## src/rtl/pipe_pkg.sv

```systemverilog
// pipe_pkg: shared defaults, ctrl bit positions and lane slicing helper for pipe_stage_reg
package pipe_pkg;
  localparam int DATA_W_DEF = 16;
  localparam int NCH_DEF = 3;
  localparam int CTRL_W_DEF = 8;
  localparam int CTRL_MEMWR = 0;
  localparam int CTRL_WREG = 1;
  localparam int CTRL_OPC_LSB = 2;
  localparam int LANE_W = DATA_W_DEF;
  function automatic int lane_lsb(input int k, input int w);
    return k * w;
  endfunction
endpackage

```

## src/rtl/pipe_skid_buf.sv

```systemverilog
// pipe_skid_buf: two-entry main+skid buffer with registered ready (used when PIPE_SKID_EN is defined)
module pipe_skid_buf import pipe_pkg::*; #(
  parameter int DW = NCH_DEF * DATA_W_DEF,
  parameter int CW = CTRL_W_DEF
) (
  input  logic          clk,
  input  logic          rst,
  input  logic          flush,
  input  logic          stall_n,
  input  logic          in_valid,
  output logic          in_ready,
  input  logic [DW-1:0] in_data,
  input  logic [CW-1:0] in_ctrl,
  output logic          out_valid,
  input  logic          out_ready,
  output logic [DW-1:0] out_data,
  output logic [CW-1:0] out_ctrl,
  output logic [1:0]    occ
);
  logic main_valid, skid_valid, push, pop;
  logic [DW-1:0] main_data, skid_data;
  logic [CW-1:0] main_ctrl, skid_ctrl;
  assign in_ready = stall_n && !skid_valid;
  assign push = in_valid && in_ready;
  assign pop = main_valid && out_ready && stall_n;
  assign out_valid = main_valid;
  assign out_data = main_data;
  assign out_ctrl = main_ctrl;
  assign occ = {1'b0, main_valid} + {1'b0, skid_valid};
  // pop refills main from skid (or the incoming entry); push while full and not popping parks in skid
  always_ff @(posedge clk) begin
    if (rst) begin
      main_valid <= 1'b0;
      skid_valid <= 1'b0;
      main_ctrl <= '0;
      skid_ctrl <= '0;
      main_data <= '0;
      skid_data <= '0;
    end else if (flush) begin
      main_valid <= 1'b0;
      skid_valid <= 1'b0;
      main_ctrl <= '0;
      skid_ctrl <= '0;
    end else if (pop) begin
      main_valid <= skid_valid || push;
      main_data <= skid_valid ? skid_data : in_data;
      main_ctrl <= skid_valid ? skid_ctrl : (push ? in_ctrl : '0);
      skid_valid <= 1'b0;
      skid_ctrl <= '0;
    end else if (push && main_valid) begin
      skid_valid <= 1'b1;
      skid_data <= in_data;
      skid_ctrl <= in_ctrl;
    end else if (push) begin
      main_valid <= 1'b1;
      main_data <= in_data;
      main_ctrl <= in_ctrl;
    end
  end
endmodule

```

## src/rtl/pipe_stage_reg.sv

```systemverilog
// pipe_stage_reg: pipeline stage register with stall/flush; PIPE_SKID_EN selects a two-entry skid buffer
module pipe_stage_reg import pipe_pkg::*; #(
  parameter int DATA_W = DATA_W_DEF,
  parameter int NCH = NCH_DEF,
  parameter int CTRL_W = CTRL_W_DEF
) (
  input  logic                  clk,
  input  logic                  rst,
  input  logic                  stall_n,
  input  logic                  flush,
  input  logic                  in_valid,
  output logic                  in_ready,
  input  logic [NCH*DATA_W-1:0] in_data,
  input  logic [CTRL_W-1:0]     in_ctrl,
  output logic                  out_valid,
  input  logic                  out_ready,
  output logic [NCH*DATA_W-1:0] out_data,
  output logic [CTRL_W-1:0]     out_ctrl,
  output logic [1:0]            occ
);
  logic [CTRL_W-1:0] head_ctrl;
  assign out_ctrl = out_valid ? head_ctrl : '0;
`ifdef PIPE_SKID_EN
  pipe_skid_buf #(.DW(NCH*DATA_W), .CW(CTRL_W)) u_skid (
    .clk(clk), .rst(rst), .flush(flush), .stall_n(stall_n),
    .in_valid(in_valid), .in_ready(in_ready), .in_data(in_data), .in_ctrl(in_ctrl),
    .out_valid(out_valid), .out_ready(out_ready), .out_data(out_data), .out_ctrl(head_ctrl),
    .occ(occ)
  );
`else
  logic main_valid, push, pop;
  logic [NCH*DATA_W-1:0] main_data;
  logic [CTRL_W-1:0] main_ctrl;
  assign in_ready = stall_n && (!main_valid || out_ready);
  assign push = in_valid && in_ready;
  assign pop = main_valid && out_ready && stall_n;
  assign out_valid = main_valid;
  assign out_data = main_data;
  assign head_ctrl = main_ctrl;
  assign occ = {1'b0, main_valid};
  // single register: push loads (replacing a popped head), pop alone empties
  always_ff @(posedge clk) begin
    if (rst) begin
      main_valid <= 1'b0;
      main_ctrl <= '0;
      main_data <= '0;
    end else if (flush) begin
      main_valid <= 1'b0;
      main_ctrl <= '0;
    end else if (push) begin
      main_valid <= 1'b1;
      main_data <= in_data;
      main_ctrl <= in_ctrl;
    end else if (pop) begin
      main_valid <= 1'b0;
      main_ctrl <= '0;
    end
  end
`endif
endmodule

```

## config.mk

```make
export PLATFORM = sky130hd
export DESIGN_NAME = pipe_stage_reg
export DESIGN_NICKNAME = d
export VERILOG_FILES = /design/src/rtl/pipe_pkg.sv /design/src/rtl/pipe_skid_buf.sv /design/src/rtl/pipe_stage_reg.sv
export SDC_FILE = /design/constraint.sdc
export NUM_CORES = 1
export LEC_CHECK = 0
export BUFFER_PORTS_ARGS = -buffer_cell sky130_fd_sc_hd__clkbuf_2
export CORE_MARGIN = 2
export CORE_UTILIZATION = 45
export CTS_CLUSTER_SIZE = 30
export DETAILED_ROUTE_END_ITERATION = 8
export GPL_ROUTABILITY_DRIVEN = 0
export PLACE_DENSITY = 0.78
export SETUP_SLACK_MARGIN = 0.5
export SYNTH_ARGS = -nofsm -noshare
export SYNTH_HDL_FRONTEND = slang
export SYNTH_SLANG_ARGS = --single-unit
```

## constraint.sdc

```tcl
create_clock -name clk -period 1.8 [get_ports clk]
set_input_delay 0.27 -clock clk [delete_from_list [all_inputs] [get_ports clk]]
set_output_delay 0.27 -clock clk [all_outputs]
set_load 0.005 [all_outputs]
```

==> results.toml <==
[status]
outcome = "completed"

[sta]
slew-limit-headroom_pct = 63.51
setup_ws_ns = 0.4345
min_period_ns = 1.366
hold_slack_ns = 0.1624
finalCritPeriodShare_pct = 75.86
fmax_mhz = 732.3
hold_viol = 0
finClkSkew_ns = 0.01049
rsz0062_at_grt = "yes"
drv_slew = 0
tightestPinTransition_ns = 0.5433
setup_violations = 0
finalSetupTns_ns = 0

[detailed_routing]
vias = 2113
drtIter0Drc = 41
drc = 0
dr.pass1.iters = 4
drtAntennaViolNets = 0
post_drt_wl_per_cell_um = 12.71
vias_per_cell = 4.685
wl_mm = 5.731

[global_routing]
grt_pass1_vias = 1993
antenna_found_initial = 0
grt_pass1_wl_mm = 8.818
grt_overflow = 0
grt_max_degree = 60
track_usage_pct = 18.25

[setup_path]
worstPathRequired_ns = 1.53
r2r_start = "out_valid"
crit_arrival_ns = 1.10
worst_setup_path_end_kind = "primary output"
cp-endpoint = "in_ready"
worstPathMaxFanout = 6
setup.worst_path.start = "out_valid"
crit_type = "reg -> out"
r2r_cells = 5
reg2reg_to = "out_data[37]"
start_kind = "flip-flop"
r2r_slack_ns = 0.45

[clock_network]
clk_pin_slew_ns = 0.07
clk_latency_ns = 0.32
cts_max_level = 3
ctsHoldBuffers = 0
cts_tree = "done"
cts_buffers = 9
numClockSinks = 57
clock_path_buffers = 2
cts_root_buf = "clkbuf_8"

[die]
rows = 27
ios = 122
die-area_um2 = 6288
dieWidth_um = 79.30
core_um2 = 5507
start_util_pct = 46.33
die_h_um = 79.30

[layout]
insertedDiodeCount = 0
final_net_count = 436
area_delta_synth_final_pct = 41.74
post-route-util_pct = 65.67
drive_gt1_share_pct = 42.22
instances_no_fill = 451

[synthesis]
synthesis.area_um2 = 2551
synth-edff-count = 0
synth.most_common_cell = "nand2b_1"
synthCells = 248
syn_avg_cell_area_um2 = 10.29
yosys-top-cells-area = "dfxtp_1 45%, nand2b_1 24%, mux2i_1 19%, a22o_1 2.7%, and2_1 2.2%"
ys_warn_count = 0
ys_seq_elements = 57
yosys.cell_types.count = 19
yosys-top-cells-count = "97 x nand2b_1, 57 x dfxtp_1, 48 x mux2i_1"
async_flop_share_pct = 0
synth_largest_area_cell = "dfxtp_1"
synthFlopType = "dfxtp_1"
synth_nets = 310
yosysTopAreaCellShare_pct = 44.73
seq_area_frac_synth_pct = 44.73

[power_and_ir_drop]
ir_worst_vdd_mv = 0.5028
p_per_area_nw_per_um2 = 828.9
sw_frac_of_total_pct = 21.71
intPower_w = 0.002347
p_comb_share_pct = 11.1
p_sw_w = 0.0006506
p_seq_share_pct = 44.2
p_leak_nw = 1.608
pwr-share-clk_pct = 44.6

[job]
drv_cap = 0

[placed_design]
placed_cells = 426
io_buffers = 120
dp_slack_ns = 0.3244
dpl.hpwl_mm = 3.733

[min_path]
hold_class = "in -> reg"
## final cells by class
cell class	instances	area [um^2]
Fill cell	431	1891
Sequential cell	57	1145
Clock buffer	11	151.4
Timing Repair Buffer	134	803.3
Clock inverter	5	77.57
Multi-Input combinational cell	172	1349
Tap cell	72	90.09
## registers in the layout (all words and copies together) (netlist names)
signal     flops
out_data      48
out_valid      1
head_ctrl      8
## what timing repair did
item | in CTS | in global routing
endpoints found under the setup margin | 41 | 65
resized for setup | 11 | 9
pin swaps | 3 | 1
buffers inserted | 5 | 0
gates cloned | 3 | 1
## kinds of logic after synthesis
| logic type | Yosys count | synth area share (%) |
|---|---|---|
| other cells | 1 | 0.1470 |
| mux | 49 | 19.27 |
| simple gates | 111 | 27.46 |
| compound gates | 11 | 4.071 |
| flops | 57 | 44.73 |
| buf+inv | 19 | 4.316 |
## placed cells by master (no fill, tap or decap), drive strengths merged, types with 2 or more instances in the layout
cell type,n
bufinv,2
clkinv,2
nand2b,97
dfxtp,57
mux2i,48
and2,9
clkbuf,131
buf,14
nor3,2
a22o,8
## metrics by stage
step                      total power (W)  instance area (um^2)
after floorplan                  0.001516                  2551
after global placement           0.001638                  3188
after detailed placement         0.001647                  3188
after CTS                        0.003034                  3563
after global routing             0.003118                  3616
final                            0.002997                  3616
## metal layers
metal  vias to the layer above  routed length (um)  track usage (%)
met1                       979                2447            20.37
met5                         -                   0                0
met4                         0                  53            8.448
li1                       1058                   -                -
met3                         6                 354            5.909
met2                        70                2876            31.44
## worst min path at each step
stage,startpoint,endpoint,slack (ns),depth (start not counted)
floorplan,flush,out_valid,0.35,1
global placement,head_ctrl[0],head_ctrl[0],0.46,1
finish,in_ctrl[1],head_ctrl[1],0.16,2
global route,in_ctrl[1],head_ctrl[1],0.14,2
detailed placement,head_ctrl[6],head_ctrl[6],0.46,1
CTS,in_ctrl[2],head_ctrl[2],0.13,2
## critical path, cell delays in order (launching register included)
cell	delay, ns
dfxtp_4	0.36
buf_6	0.12
nand2b_4	0.05
and2_4	0.13
buf_6	0.10
## power groups by stage
stage | clock, W | sequential, W | combinational [W]
floorplan | 0 | 0.00136 | 0.000160
global placement | 0 | 0.00135 | 0.000286
detailed placement | 0 | 0.00135 | 0.000294
CTS | 0.00138 | 0.00133 | 0.000326
global route | 0.00142 | 0.00133 | 0.000364
finish | 0.00134 | 0.00133 | 0.000334
Power figures use the tool's default switching activity.
